--- config.mk ---
export PLATFORM = sky130hd
export DESIGN_NAME = led_pattern_ring
export DESIGN_NICKNAME = d
export VERILOG_FILES = /design/src/rtl/led_pattern_ring.sv
export SDC_FILE = /design/constraint.sdc
export NUM_CORES = 1
export LEC_CHECK = 0
export CAP_MARGIN = 10
export CELL_PAD_IN_SITES_DETAIL_PLACEMENT = 0
export CELL_PAD_IN_SITES_GLOBAL_PLACEMENT = 1
export CORE_ASPECT_RATIO = 0.9
export CORE_MARGIN = 2
export CORE_UTILIZATION = 24
export CTS_BUF_LIST = sky130_fd_sc_hd__clkbuf_4
export DETAILED_ROUTE_END_ITERATION = 12
export PLACE_DENSITY_LB_ADDON = 0.1
export REMOVE_ABC_BUFFERS = 1
export SYNTH_ARGS = -nofsm -noshare
export SYNTH_HDL_FRONTEND = slang
export SYNTH_SLANG_ARGS = --single-unit
export TNS_END_PERCENT = 20
--- constraint.sdc ---
create_clock -name clk -period 11.4 [get_ports clk]
set_input_delay 1.14 -clock clk [delete_from_list [all_inputs] [get_ports clk]]
set_output_delay 1.14 -clock clk [all_outputs]
set_load 0.05 [all_outputs]
--- src/rtl/led_pattern_ring.sv ---
// Purpose : N-stage circular LED pattern sequencer. Modes: rotate up, rotate down, bounce, hold.
// Latency : q and step are registered. With interval=K, q steps on the Kth enabled edge after count=0.
// Backpr. : none. en=0 freezes the counter, q and bounce state. load overrides a coincident step.
//
// Ports:
//   clk          rising-edge clock for all logic
//   rst          synchronous active-high reset (highest priority)
//   en           1 = interval counter runs, 0 = everything frozen
//   mode         00 rotate up, 01 rotate down, 10 bounce, 11 hold
//   interval     cycles per step (0 behaves like 1)
//   load         one-cycle request to load load_pattern (beats a step)
//   load_pattern pattern written on load
//   q            registered pattern, q[0] is the first LED
//   step         one-cycle pulse in the cycle q shows a newly stepped value
module led_pattern_ring #(
  parameter int                 N_OUT        = 6,
  parameter int                 CNT_W        = 24,
  parameter logic [N_OUT-1:0]   INIT_PATTERN = 6'b000111
) (
  input  logic             clk,
  input  logic             rst,
  input  logic             en,
  input  logic [1:0]       mode,
  input  logic [CNT_W-1:0] interval,
  input  logic             load,
  input  logic [N_OUT-1:0] load_pattern,
  output logic [N_OUT-1:0] q,
  output logic             step
);

  localparam int BC_W = (N_OUT > 2) ? $clog2(N_OUT) : 1;

  typedef enum logic {
    DIR_UP = 1'b0,
    DIR_DN = 1'b1
  } dir_t;

  localparam logic [1:0] MODE_UP     = 2'b00;
  localparam logic [1:0] MODE_DN     = 2'b01;
  localparam logic [1:0] MODE_BOUNCE = 2'b10;

  logic [CNT_W-1:0] count, count_nxt;
  logic [N_OUT-1:0] q_nxt;
  logic             step_nxt;
  dir_t             bounce_dir, bounce_dir_nxt;
  logic [BC_W-1:0]  bounce_cnt, bounce_cnt_nxt;

  logic [CNT_W-1:0] ivl_m1;
  logic             tc;
  logic [N_OUT-1:0] rot_up, rot_dn;

  // State register.
  always_ff @(posedge clk) begin
    if (rst) begin
      q          <= INIT_PATTERN;
      count      <= '0;
      step       <= 1'b0;
      bounce_dir <= DIR_UP;
      bounce_cnt <= '0;
    end else begin
      q          <= q_nxt;
      count      <= count_nxt;
      step       <= step_nxt;
      bounce_dir <= bounce_dir_nxt;
      bounce_cnt <= bounce_cnt_nxt;
    end
  end

  // Next-state logic.
  always_comb begin
    // interval==0 behaves like 1, so the terminal value is max(interval,1)-1.
    ivl_m1 = (interval == '0) ? '0 : interval - CNT_W'(1);
    // >= rather than == so that shrinking interval below the current count
    // terminates on the next cycle instead of wrapping the counter.
    tc     = en && (count >= ivl_m1);
    rot_up = {q[N_OUT-2:0], q[N_OUT-1]};
    rot_dn = {q[0], q[N_OUT-1:1]};

    q_nxt          = q;
    count_nxt      = count;
    step_nxt       = 1'b0;
    bounce_dir_nxt = bounce_dir;
    bounce_cnt_nxt = bounce_cnt;

    if (load) begin
      q_nxt          = load_pattern;
      count_nxt      = '0;
      bounce_dir_nxt = DIR_UP;
      bounce_cnt_nxt = '0;
    end else begin
      if (en) begin
        count_nxt = tc ? '0 : count + CNT_W'(1);
      end
      if (tc) begin
        step_nxt = 1'b1;
        case (mode)
          MODE_UP: q_nxt = rot_up;
          MODE_DN: q_nxt = rot_dn;
          MODE_BOUNCE: begin
            q_nxt = (bounce_dir == DIR_UP) ? rot_up : rot_dn;
            // The step at the far end still moves in the old direction, giving
            // N_OUT-1 steps per leg with no repeated end position.
            if (bounce_cnt == BC_W'(N_OUT - 2)) begin
              bounce_dir_nxt = (bounce_dir == DIR_UP) ? DIR_DN : DIR_UP;
              bounce_cnt_nxt = '0;
            end else begin
              bounce_cnt_nxt = bounce_cnt + BC_W'(1);
            end
          end
          default: q_nxt = q;  // hold: step still pulses, pattern and bounce state kept
        endcase
      end
    end
  end

endmodule

# [Word level (Yosys, flattened, before mapping)]
# Cells that the tools add are included.
[totals] out_inout_bits=7 register_bits=35 in_bits=36 word_cells=30
[op_classes] n_lt_le_gt_ge=1 add_sub_neg=3 eq_ne=3 n_mux=9 n_reduce_logical=9
[ops] op="2-to-1 mux 24 bit" count=2
[ops] op="adder 24 x 1 -> 24 bit (second input constant)" count=1
[ops] op="greater-or-equal comparator 24 bit" count=1
[ops] op="logical NOT 24 bit" count=1
[ops] op="subtractor 24 x 1 -> 24 bit (second input constant)" count=1
[ops] op="2-to-1 mux 6 bit" count=3
[ops] op="case mux 6 bit (3 select lines)" count=1
[ops] op="AND reduction 2 bit" count=2
[ops] op="nonzero test 4 bit" count=1
[ops] op="adder 3 x 1 -> 3 bit (second input constant)" count=1
[ops] op="equality test 3 bit (second input constant)" count=1
[ops] op="2-to-1 mux 3 bit" count=1
[ops] op="AND reduction 3 bit" count=1
[ops] op="equality test 2 x 1 -> 1 bit (second input constant)" count=1
[ops] op="equality test 2 bit (second input constant)" count=1
[ops] op="logical NOT 2 bit" count=1
[ops] op="2-to-1 mux 1 bit" count=2
[ops] op="nonzero test 2 bit" count=1
[ops] op="OR reduction 2 bit" count=1
[ops] op="logical AND 1 bit" count=1

# [Longest topological paths before layout]
[depth] ltp_word=6 depth_mapped=17 ltp_nobuf=15

# [Least setup slack after synthesis]
# Ideal clock, no wire load.
[synth_timing] path_type="input-to-reg" from="input port interval[0]" to="register count[10]" setup_ps=133 cell_stages=17 n_path_buf=2 arrival_time_ps=4224 t_required_ps=11267 setup_slack_ps=7043 cell_sequence="inv_1 ha_1 or3b_2 nor4_4 nand2_4 nor4_4 xor2_1 nand2_1 ha_1 nand4_1 nor3_1 nand4_1 o21bai_2 o21a_1 buf_2 buf_6 nor3_1"
[synth_between] elab_chain_len=5
[synth_lines] element="start: declaration" line_no="24" rtl="input logic [CNT_W-1:0] interval,"
[synth_lines] element="subtractor 24 x 1 -> 24 bit / logical NOT 24 bit (equally long branches)" line_no="72" rtl="ivl_m1 = (interval == '0) ? '0 : interval - CNT_W'(1);"
[synth_lines] element="2-to-1 mux 24 bit *" line_no="72"
[synth_lines] element="greater-or-equal comparator 24 bit *" line_no="75" rtl="tc = en && (count >= ivl_m1);"
[synth_lines] element="logical AND 1 bit *" line_no="75"
[synth_lines] element="2-to-1 mux 24 bit *" line_no="92" rtl="count_nxt = tc ? '0 : count + CNT_W'(1);"
[synth_lines] element="end signal: assignment" line_no="62" rtl="count <= count_nxt;"
[synth_lines] element="end: declaration" line_no="42" rtl="logic [CNT_W-1:0] count, count_nxt;"
# Mark *: on every way between the ends. The rest lies on a longest branch, timed or not.
# A chain may end at the register's enable or synchronous reset.

# [Worst setup path in the final report]
[layout_timing] from="input port interval[17]" to="register count[10]"
# Same word-level chain as after synthesis.

==> results.md <==
- Outcome: finished, final reports clean
- Sequential share of the synthesized area: 0.2308
- Sequential share of power: 0.455
- H-tree depth: 2
- Global Route Usage Sum: 0.1273
- Setup slack, reg-to-reg: 8.52 ns
- Leak: 1.505 nW
- Mux share of post-synthesis cell area: 0.02968
- Hold depth: 2
- Clock Sinks: 35
- Slowest-stage cell, CP: o21a_1
- Sw Pwr: 0.08163 mW
- Crit path DAT: 5.80 ns
- First-pass GRT wire length: 13740 µm
- Max-cap violation count: 0
- Core area: 12220 µm²
- Startpoint types: primary input
- Via/cell ratio: 4.728
- Tmin final: 5.599 ns
- Initial drt markers: 99
- Clk slew on worst S/H paths: 0.13 ns
- Synth Flop Type: dfxtp_1
- Cts repair resizes: 0
- Skew final: 0.01985 ns
- Relative slew slack: 0.4412
- Detail Route Antenna Nets: 0
- Non-filler cells, final: 569
- Vias in the first global route: 2681
- Area grow syn2layout: 21.02%
- Die height: 110.7 µm
- Share of layout cells above drive strength 1: 0.07090
- VDD IR-drop max: 0.00005372 V
- Hpwl dp: 6346 µm
- Synth Area in Compound Gates: 0.1167
- I/O pins: 43
- Max Slew Vio Count: 0
- Rows: 38
- Synth Instances: 372
- Mean routed wirelength per cell: 14.38 µm
- Tcrit/Tclk final: 0.4911
- Fill cells: 1324
- Reg2reg path depth: 7
- Reg area: 700.7 µm²
- Sw Ratio: 0.2932
- Critical path's top delay family: simple AND/OR/NAND/NOR gates
- Mapped Area: 3035 µm²
- Die footprint: 13560 µm²
- Crit path largest cell delay: 0.69 ns
- Initial antenna violation count: 0
- Fin Setup TNS: 0 ns
- WP data required: 11.60 ns
- Cts bufs inserted: 5
- Top cells by count, synth: nand2_1 (55), dfxtp_1 (35), ha_1 (32)
- Adder-Cell Fraction of Synth Area: 0.1319
- EDFF count, synth: 0
- TritonRoute pass-1 iters: 4
- Worst setup slack after layout: 5.801 ns
- Fin nets: 476
- Yosys cell types: 51
- Count leader, synth: nand2_1
- Largest net degree at the start of global routing: 23
- IO buf count: 42
- Worst-case clock buffer depth: 2
- CP Capture Type: register
- Final Hold Viols: 0
- Post-synthesis simple-gate area fraction: 0.3475
- RSZ-0062 raised after global routing: false
- Ant. Diodes: 0
- Clk_lat worst skew: 0.36 ns
- Area leader, netlist: dfxtp_1
- Final setup viols: 0
- Main combinational cell family by area after synthesis: simple AND/OR/NAND/NOR gates
- GRT Residual Overflow: 0
- Max Clock Freq: 178.6 MHz
- Hold Startpoint: bounce_dir$_SDFFE_PP0P_
- Worst Hold Path EP: bounce_dir$_SDFFE_PP0P_
- Mean Syn Cell Area: 8.160 µm²
- Combinational power share: 0.210
- Area of the multi-input gates: 2223 µm²
- Post-synthesis xor/xnor area fraction: 0.1068
- R2R Path Start: count[20]$_SDFFE_PP0P_
- Worst setup path category: primary input to register
- Root Driver: clkbuf_4
- DRC: 0
- Worst-path cell chain: clkdlybuf4s50_1 > or4_4 > nor4_1 > and3_1 > nand2_1 > nand2_1 > ha_1 > nand4_1 > nor3_1 > nand4_1 > o21bai_2 > o21a_1 > nor3_1
- Worst path bufs/invs: 1
- Cell Pwr Density: 75.77 nW/µm²
- Least-Margin Pin Slew: 0.8381 ns
- Hold crit path type: register to register
- Final wirelength: 8184 µm
- Hold buffers post-CTS: 0
- Place WS: 5.258 ns
- GPL Wtd Cong: 0.7741
- Utilization after layout: 0.3006
- Crit path max fanout: 22
- Synth top area share: 0.2308
- DR vias: 2690
- FFs w/ async S/R, synth: 0
- Internal power: 0.1967 mW
- Yosys warning count: 0
- Synth Register Bits: 35
- Top area cells in the synthesized netlist: dfxtp_1 (23%), ha_1 (13%), xor2_1 (7.5%)
- Initial Util: 0.2484
- DIE WIDTH: 122.5 µm
- # Post-CTS Setup Buffers: 0
- Dpl cells: 561
- Worst r2r dst: count[10]$_SDFFE_PP0P_
- Clk network pwr share: 0.335
- CTS tree: yes
==> tightest hold or removal path, delay by kind of cell (launching register included) <==
kind             cells  cell delay (ns)
muxes                1             0.05
and+or+nand+nor      1             0.06
DFF                  1             0.35
==> power groups by stage <==
stage	logic, mW	clock network, mW	registers, mW
5_1_grt	0.0650	0.104	0.127
3_5_place_dp	0.0590	0	0.129
3_3_place_gp	0.0589	0	0.129
6_report	0.0586	0.0932	0.127
4_1_cts	0.0594	0.0972	0.127
2_1_floorplan	0.0247	0	0.134
==> through the flow <==
step | power [mW] | hold slack, ns | instance area, µm²
final | 0.2784 | 0.4939 | 3674
after global routing | 0.2961 | 0.5313 | 3674
after CTS | 0.2831 | 0.4992 | 3674
after global placement | 0.1882 | 0.4689 | 3597
after detailed placement | 0.1882 | 0.4805 | 3597
after floorplan | 0.1591 | 0.4548 | 2969
==> cells in the final DEF, fill, tap and decap left out, types with 3 or more instances in the layout <==
cell type / instances
a211o_1: 7
a21oi_1: 12
a221oi_1: 3
a22oi_1: 3
and3_1: 8
clkbuf_4: 5
clkdlybuf4s50_1: 42
dfxtp_1: 35
ha_1: 32
inv_1: 12
mux2i_1: 9
nand2_1: 55
nand2b_1: 8
nand3_1: 13
nand3b_1: 7
nand4_1: 7
nand4b_1: 3
nor2_1: 27
nor2b_1: 4
nor3_1: 21
nor3_2: 6
nor4_1: 3
nor4_4: 3
o21a_1: 3
o21ai_0: 9
o31ai_1: 3
or4_4: 3
xnor2_1: 11
xor2_1: 26
==> worst max path at each step <==
| stage | from | to | slack, ns | cells past startpoint |
|---|---|---|---|---|
| 2_1_floorplan | interval[0] | step$_SDFF_PP0_ | 6.94 | 15 |
| 3_3_place_gp | interval[17] | step$_SDFF_PP0_ | 5.31 | 13 |
| 5_1_grt | interval[17] | count[20]$_SDFFE_PP0P_ | 5.29 | 13 |
| 3_5_place_dp | interval[17] | count[20]$_SDFFE_PP0P_ | 5.26 | 13 |
| 4_1_cts | interval[17] | count[13]$_SDFFE_PP0P_ | 5.66 | 13 |
| 6_report | interval[17] | count[10]$_SDFFE_PP0P_ | 5.80 | 13 |
==> layout make-up <==
| cell class | instances | area share |
|---|---|---|
| Timing Repair Buffer | 43 | 0.1165 |
| Multi-Input combinational cell | 311 | 0.6052 |
| Clock buffer | 5 | 0.01022 |
| Tap cell | 160 | 0.05450 |
| Sequential cell | 35 | 0.1907 |
| Clock inverter | 3 | 0.01056 |
| Inverter | 12 | 0.01226 |
==> per-layer routing <==
layer,global-route usage,share of wire,up-vias
li1,-,-,1408
met1,0.1680,0.49,1258
met2,0.2133,0.48,20
met3,0.02778,0.021,4
met4,0.02299,0.0064,0
met5,0,0,-
==> cell families after synthesis <==
logic type               after synthesis
AO/OA/AOI/OAI                         49
buffers and inverters                 26
AND/OR/NAND/NOR                      184
multiplexers                           9
adder cells (fa/ha/maj)               32
XOR/XNOR                              37
flip-flops                            35
==> registers in the layout (all words and copies together) (netlist names) <==
name        flops
q               6
count          24
bounce_dir      1
step            1
bounce_cnt      3
Power figures use the tool's default switching activity.
